$ cat src/rtl/if_pkg.sv
// Shared types and constants for the instruction-fetch prefetch stage.
package if_pkg;
  localparam int FETCH_W = 32;
  localparam logic [FETCH_W-1:0] NOP_INSTR = 32'h0000_0013;

  typedef struct packed {
    logic [FETCH_W-1:0] pc;
    logic [FETCH_W-1:0] instr;
  } fetch_entry_t;
endpackage

$ cat src/rtl/if_fetch_fifo.sv
// Prefetch queue: DEPTH-entry synchronous FIFO of {pc, instr} with flush.
module if_fetch_fifo
  import if_pkg::*;
#(
  parameter int DEPTH = 4,
  parameter int CNT_W = $clog2(DEPTH + 1)
) (
  input  logic             clk_in,
  input  logic             rst_in,
  input  logic             push,
  input  logic             pop,
  input  logic             flush,
  input  fetch_entry_t     push_data,
  output fetch_entry_t     head,
  output logic [CNT_W-1:0] count
);
  localparam int PTR_W = $clog2(DEPTH);

  fetch_entry_t     mem [DEPTH];
  logic [PTR_W-1:0] wr_ptr;
  logic [PTR_W-1:0] rd_ptr;
  logic             do_push;
  logic             do_pop;

  assign do_pop  = pop && (count != '0);
  // A push into a full queue is only legal when the head leaves in the same cycle.
  assign do_push = push && ((count != CNT_W'(DEPTH)) || do_pop);
  assign head    = mem[rd_ptr];

  always_ff @(posedge clk_in or negedge rst_in) begin
    if (!rst_in) begin
      wr_ptr <= '0;
      rd_ptr <= '0;
      count  <= '0;
    end else if (flush) begin
      wr_ptr <= '0;
      rd_ptr <= '0;
      count  <= '0;
    end else begin
      if (do_push) wr_ptr <= wr_ptr + PTR_W'(1);
      if (do_pop)  rd_ptr <= rd_ptr + PTR_W'(1);
      count <= count + CNT_W'(do_push) - CNT_W'(do_pop);
    end
  end

  // Storage is data only; validity is carried entirely by count.
  always_ff @(posedge clk_in) begin
    if (do_push && !flush) mem[wr_ptr] <= push_data;
  end
endmodule

$ cat src/rtl/if_prefetch.sv
// Fetch stage with a prefetch queue, credit-limited pipelined imem requests
// and redirect handling that discards responses still in flight.
module if_prefetch
  import if_pkg::*;
#(
  parameter int               WIDTH    = 32,
  parameter int               DEPTH    = 4,
  parameter logic [WIDTH-1:0] RESET_PC = 32'h0000_0000
) (
  input  logic             clk_in,
  input  logic             rst_in,
  input  logic             redirect_in,
  input  logic [WIDTH-1:0] redirect_pc_in,
  output logic             imem_req_out,
  output logic [WIDTH-1:0] imem_addr_out,
  input  logic             imem_gnt_in,
  input  logic             imem_rvalid_in,
  input  logic [WIDTH-1:0] imem_rdata_in,
  output logic             id_valid_out,
  input  logic             id_ready_in,
  output logic [WIDTH-1:0] id_pc_out,
  output logic [WIDTH-1:0] id_instr_out
);
  localparam int CNT_W = $clog2(DEPTH + 1);

  logic [WIDTH-1:0] fetch_pc;
  logic [WIDTH-1:0] resp_pc;
  logic [WIDTH-1:0] target_pc;
  logic [CNT_W-1:0] outst_cnt;
  logic [CNT_W-1:0] drop_cnt;
  logic [CNT_W-1:0] q_count;
  logic [CNT_W:0]   in_use;
  logic             grant;
  logic             resp;
  logic             push;
  logic             pop;
  fetch_entry_t     push_entry;
  fetch_entry_t     head;

  assign target_pc = {redirect_pc_in[WIDTH-1:2], 2'b00};

  // Credit counts only registered occupancy, so every granted request has a slot.
  assign in_use        = {1'b0, q_count} + {1'b0, outst_cnt};
  assign imem_req_out  = rst_in && !redirect_in && (in_use < (CNT_W + 1)'(DEPTH));
  assign imem_addr_out = fetch_pc;
  assign grant         = imem_req_out && imem_gnt_in;

  // An rvalid with nothing outstanding is a bus error and is ignored.
  assign resp = imem_rvalid_in && (outst_cnt != '0);
  assign push = resp && (drop_cnt == '0) && !redirect_in;
  assign pop  = id_valid_out && id_ready_in && !redirect_in;

  assign push_entry.pc    = FETCH_W'(resp_pc);
  assign push_entry.instr = FETCH_W'(imem_rdata_in);

  assign id_valid_out = (q_count != '0);
  assign id_pc_out    = id_valid_out ? WIDTH'(head.pc) : '0;
  assign id_instr_out = id_valid_out ? WIDTH'(head.instr) : WIDTH'(NOP_INSTR);

  if_fetch_fifo #(
    .DEPTH (DEPTH),
    .CNT_W (CNT_W)
  ) u_fifo (
    .clk_in    (clk_in),
    .rst_in    (rst_in),
    .push      (push),
    .pop       (pop),
    .flush     (redirect_in),
    .push_data (push_entry),
    .head      (head),
    .count     (q_count)
  );

  always_ff @(posedge clk_in or negedge rst_in) begin
    if (!rst_in) begin
      fetch_pc  <= RESET_PC;
      resp_pc   <= RESET_PC;
      outst_cnt <= '0;
      drop_cnt  <= '0;
    end else begin
      outst_cnt <= outst_cnt + CNT_W'(grant) - CNT_W'(resp);
      if (redirect_in) begin
        fetch_pc <= target_pc;
        resp_pc  <= target_pc;
        // Everything still in flight after this cycle belongs to the old path.
        drop_cnt <= outst_cnt - CNT_W'(resp);
      end else begin
        if (grant) fetch_pc <= fetch_pc + WIDTH'(4);
        if (push)  resp_pc  <= resp_pc + WIDTH'(4);
        if (resp && (drop_cnt != '0)) drop_cnt <= drop_cnt - CNT_W'(1);
      end
    end
  end

  a_no_orphan_rvalid: assert property (@(posedge clk_in) disable iff (!rst_in)
    !(imem_rvalid_in && (outst_cnt == '0)));
  a_credit_bound: assert property (@(posedge clk_in) disable iff (!rst_in)
    (drop_cnt <= outst_cnt) && (in_use <= (CNT_W + 1)'(DEPTH)));
endmodule

$ cat config.mk
export PLATFORM = sky130hd
export DESIGN_NAME = if_prefetch
export DESIGN_NICKNAME = d
export VERILOG_FILES = /design/src/rtl/if_pkg.sv /design/src/rtl/if_fetch_fifo.sv /design/src/rtl/if_prefetch.sv
export SDC_FILE = /design/constraint.sdc
export NUM_CORES = 1
export LEC_CHECK = 0
export BUFFER_PORTS_ARGS = -buffer_cell sky130_fd_sc_hd__buf_2
export CAP_MARGIN = 25
export CORE_ASPECT_RATIO = 1.4
export CORE_MARGIN = 2
export CORE_UTILIZATION = 45
export CTS_CLUSTER_SIZE = 28
export DETAILED_ROUTE_END_ITERATION = 8
export GPL_ROUTABILITY_DRIVEN = 1
export SLEW_MARGIN = 10
export SYNTH_ARGS = -nofsm -noshare
export SYNTH_HDL_FRONTEND = slang
export SYNTH_HIERARCHICAL = 1
export SYNTH_SLANG_ARGS = --single-unit
$ cat constraint.sdc
create_clock -name clk_in -period 7.7 [get_ports clk_in]
set_clock_uncertainty 0.1 [all_clocks]
set_input_delay 0.77 -clock clk_in [delete_from_list [all_inputs] [get_ports clk_in]]
set_output_delay 0.77 -clock clk_in [all_outputs]
set_load 0.01 [all_outputs]
---- Word-level counts from Yosys, hierarchy flattened ----
Memory sizes are Yosys's and may differ from the RTL's.
Cells that the tools add are included.
W data, S select, Z words.
word-level totals
  memories kept ........................... 1
  output and inout port bits .............. 98
  RAM bits ................................ 256
  input port bits ......................... 70
  register bits after elaboration ......... 77
memory list
  name        words  bits a word  rd ports  clocked after memory_dff  write ports  line                 text
  u_fifo.mem  4      64           1         0                         1            if_fetch_fifo.sv:19  fetch_entry_t mem [DEPTH];
operators by class
  multiplexer cells ....................... 15
  $add $sub $neg .......................... 11
  reductions and logical operators ........ 23
  equal/unequal tests ..................... 1
  $lt $le $gt $ge ......................... 1
operators by type and width
  kind                     count
  $mux W32                 6
  $add A32 B3 Y32 const B  2
  $logic_and A1 B1 Y1      12
  $reduce_bool A2 Y1       5
  $mux W3                  3
  $reduce_bool A3 Y1       3
  $sub A3 B1 Y3            3
  $mux W2                  4
  $add A3 B1 Y3            2
  $add A2 B1 Y2 const B    2
  $add A3 B3 Y4            1
  $lt A4 B3 Y1 const B     1
  $logic_not A3 Y1         1
  $ne A3 B3 Y1 const B     1
  $sub A3 B1 Y3 const B    1
  $mux W1                  2
  $logic_not A1 Y1         1
  $logic_or A1 B1 Y1       1

---- Logic depth before layout (Yosys ltp) ----
  depth after elaboration ................. 9
  gate-level depth with buffers ........... 14
  mapped depth without buffers ............ 12

---- Modules after synthesis ----
The synthesis kept the hierarchy.
by module, submodules not included
  module         area an instance (µm²)  cells each  seq. area each (µm²)  instances
  if_fetch_fifo  9695.5                  378         7862.5                1
  if_prefetch    4342.9                  469         1651.6                1

---- Worst setup path after synthesis ----
No wires, ideal clock.
  path type ............................... in2reg
  from .................................... in redirect_in
  to ...................................... mem u_fifo/mem[2][0] (netlist name), enable pin
  path buffers ............................ 3
  stages .................................. 7
  library setup time ...................... 0.578 ns
  arrival ................................. 6.687 ns
  slack ................................... 0.335 ns
  required time ........................... 7.022 ns
  path through ............................ buf_6 -> inv_1 -> clkbuf_1 -> clkbuf_1 -> and3_1 -> o41ai_2 -> nor3b_1
between the ends
  cells in the longest elaborated chain, start to end .. 8
  elaborated cells on any way between the ends .. 9
  classes of those cells .................. mux (2); reduce/logical (7)
RTL lines
  element                        line                 text
  start: declaration             if_prefetch.sv:12    input logic redirect_in,
  $logic_not A1 Y1               if_prefetch.sv:51    assign pop = id_valid_out && id_ready_in && !redirect_in;
  $logic_and A1 B1 Y1            if_prefetch.sv:51
  via pop                        if_prefetch.sv:36    logic pop;
  $logic_and A1 B1 Y1            if_fetch_fifo.sv:25  assign do_pop = pop && (count != '0);
  $logic_or A1 B1 Y1             if_fetch_fifo.sv:27  assign do_push = push && ((count != CNT_W'(DEPTH)) || do_pop);
  $logic_and A1 B1 Y1            if_fetch_fifo.sv:27
  $logic_and A1 B1 Y1            if_fetch_fifo.sv:48  if (do_push && !flush) mem[wr_ptr] <= push_data;
  $mux W1                        if_fetch_fifo.sv:48
  $mux W1 (not written as such)  if_fetch_fifo.sv:48
  end: declaration               if_fetch_fifo.sv:19
The timed path passes the listed nets, and every way through them passes these cells.

==> flow_metrics.py <==
metrics = {
    "setup_path": {
        "required_ps": 6830,
        "rrSetupSlack_ps": 4780,
        "cp.arrival_ps": 3010,
        "end_kind": "output pin",
        "worstSetupPathType": "reg -> out",
        "crit_fanout": 34,
        "start_kind": "flop",
    },
    "final_layout": {
        "syn_to_final_growth_pct": 16.9,
        "mostFrequentLayoutCell": "edfxtp_1",
        "finalNetCount": 1116,
        "final_cell_mix": "edfxtp_1, buf_2, dfrtp_1, and2_1, mux4_2",
        "drive_above_1_share": 0.308,
        "fillers": 2573,
        "diodes": 0,
    },
    "power": {
        "netSwitchingFraction": 0.233,
        "p_seq_frac": 0.508,
        "p_comb_frac": 0.095,
        "clkPwrFrac": 0.397,
        "pwr_density_cell_nw_per_um2": 250,
        "cellLeakagePower_uw": 0.00592,
        "internal_power_uw": 3140,
        "p_sw_uw": 953,
        "peakVddDrop_mv": 0.162,
    },
    "clock_network": {
        "cts_resized": 0,
        "cts_made_buffers": 34,
        "h-tree-depth": 2,
        "cts_tree": "built",
        "cts_setup_buffers": 0,
        "cts-root-buf": "clkbuf_16",
        "cts_num_sinks": 329,
        "clk_latency_ps": 520,
        "cts_hold_buffers": 0,
        "clock_path_buffers": 3,
        "path_clk_slew_ps": 60,
    },
    "global_route": {
        "grt_pass1_vias": 8454,
        "antenna_found_initial": 0,
        "grt_first_pass_wirelength_mm": 46.3,
        "grt_max_degree": 66,
        "grt-ovfl-total": 0,
        "grtUsageTotal": 0.182,
    },
    "sta": {
        "rsz0062_at_grt": "false",
        "fin_crit_ps": 3880,
        "hold_slack_ps": 140,
        "worstMarginPinSlew_ps": 997,
        "setup_viol": 0,
        "hold_violations": 0,
        "tns_ps": 0,
        "max_freq_mhz": 258,
        "slew_headroom": 0.335,
        "final.period_utilization": 0.503,
        "drv_slew": 0,
    },
    "route": {
        "routed_via_density": 5.46,
        "drt_wl_total_mm": 29.0,
        "drc": 0,
        "ant_nets": 0,
        "firstDrtPassIters": 4,
        "drt_iter0_drc": 430,
        "wl_per_cell_um": 20.1,
        "vias": 7881,
    },
    "logic_synthesis": {
        "ys_seq_area_frac": 0.678,
        "synth_area_um2": 14000,
        "synth_ff_type": "edfxtp_1",
        "synth.distinct_cells": 52,
        "synth_top_area_cell": "edfxtp_1",
        "yosys_warnings": 6,
        "postSynthCellCount": 847,
        "synth_edf_count": 256,
        "avgSynthCellArea_um2": 16.6,
        "synth_top_area_frac": 0.548,
        "ys_async_sr_fraction": 0.222,
        "ys_ff_latch": 329,
        "synth.area.top_cells": "edfxtp_1, dfrtp_1, mux4_2",
    },
    "place": {
        "io_buffers": 163,
        "globalplace.congestion": 0.817,
        "place.detailed.hpwl_mm": 17.7,
    },
    "die": {
        "initial_core_util": 0.457,
        "die_y_um": 213,
        "core_area_um2": 30700,
        "rows": 76,
        "die_width_um": 153,
        "io_pins": 168,
        "dieArea_um2": 32600,
    },
    "run": {
        "max-cap-violations": 0,
    },
    "min_path": {
        "hold_class": "in -> async",
    },
    "outcome": {
        "run_status": "finished, final reports clean",
    },
}
per-layer routing:
| metal | part of all wire | routed length, um | GRT usage |
|---|---|---|---|
| met5 | 0 | 0 | 0 |
| met4 | 0.026 | 749 | 0.0603 |
| met3 | 0.053 | 1530 | 0.0319 |
| met2 | 0.52 | 15000 | 0.320 |
| met1 | 0.40 | 11700 | 0.231 |
layout make-up:
cell class                      count  area, um2  share of cell area
Multi-Input combinational cell    472       4310               0.262
Sequential cell                   329       9520               0.580
Clock inverter                     18        166              0.0101
Inverter                           14       52.6             0.00320
Tap cell                          390        488              0.0297
Timing Repair Buffer              178        928              0.0566
Clock buffer                       42        945              0.0576
sequential cells by signal (all words and copies together), names as in the netlist:
| name | count |
|---|---|
| drop_cnt | 3 |
| u_fifo/mem | 256 |
| u_fifo/count | 3 |
| u_fifo/wr_ptr | 2 |
| outst_cnt | 3 |
| imem_addr_out | 30 |
| resp_pc | 30 |
| u_fifo/rd_ptr | 2 |
through the flow:
stage	instance area [um2]	util	cells	setup WS, ps	total power [uW]
after floorplan	14100	-	856	335	2350
after global placement	15300	0.498	1382	4210	2510
after detailed placement	15300	0.498	1383	4210	2510
after CTS	16400	0.534	1443	3680	4150
after global routing	16400	0.534	1443	3560	4280
final	16400	0.534	1443	3820	4090
worst paths after layout:
check / startpoint / end / cells past startpoint
hold / removal: rst_in / imem_addr_out[17]$_DFFE_PN0P_ / 1
setup / recovery: u_fifo/rd_ptr[0]$_DFFE_PN0P_ / id_pc_out[3] / 4
min in group clk_in: imem_rdata_in[29] / u_fifo/mem[0][29]$_DFFE_PP_ / 1
max in group asynchronous: rst_in / u_fifo/rd_ptr[0]$_DFFE_PN0P_ / 2
setup reg to reg: u_fifo/count[1]$_DFF_PN0_ / u_fifo/count[2]$_DFF_PN0_ / 10
hold reg to reg: u_fifo/rd_ptr[1]$_DFFE_PN0P_ / u_fifo/rd_ptr[1]$_DFFE_PN0P_ / 2
cells by family after synthesis:
group / Yosys count / share of synthesized area
other: 1 / 0.000267
buffers and inverters: 55 / 0.0203
adder cells (fa/ha/maj): 17 / 0.0162
flip-flops: 329 / 0.678
multiplexers: 84 / 0.119
AND/OR/NAND/NOR: 247 / 0.102
AO/OA/AOI/OAI: 58 / 0.0305
XOR/XNOR: 56 / 0.0349
cells in the mapped netlist (9+ instances only):
cell type,count
xor2_1,33
xnor2_1,23
a21boi_0,17
mux2_2,17
inv_1,14
nor3_1,12
buf_2,9
edfxtp_1,256
nand2_1,24
ha_1,15
and3_1,17
nand2b_1,15
mux4_2,64
nand3_1,37
nor2_1,27
dfrtp_1,73
and2_1,66
clkbuf_1,21
nand4_1,22
critical path, stage by stage (launching register included):
cell	delay (ps)
dfrtp_4	870
buf_4	700
mux4_2	580
and2_1	180
buf_2	150
power by group through the flow:
stage	clock (uW)	combinational, uW	sequential (uW)
detailed placement	0	396	2120
CTS	1670	400	2080
floorplan	0	244	2100
finish	1630	389	2080
global route	1750	441	2090
global placement	0	392	2110
(Power assumes the default switching activity.)
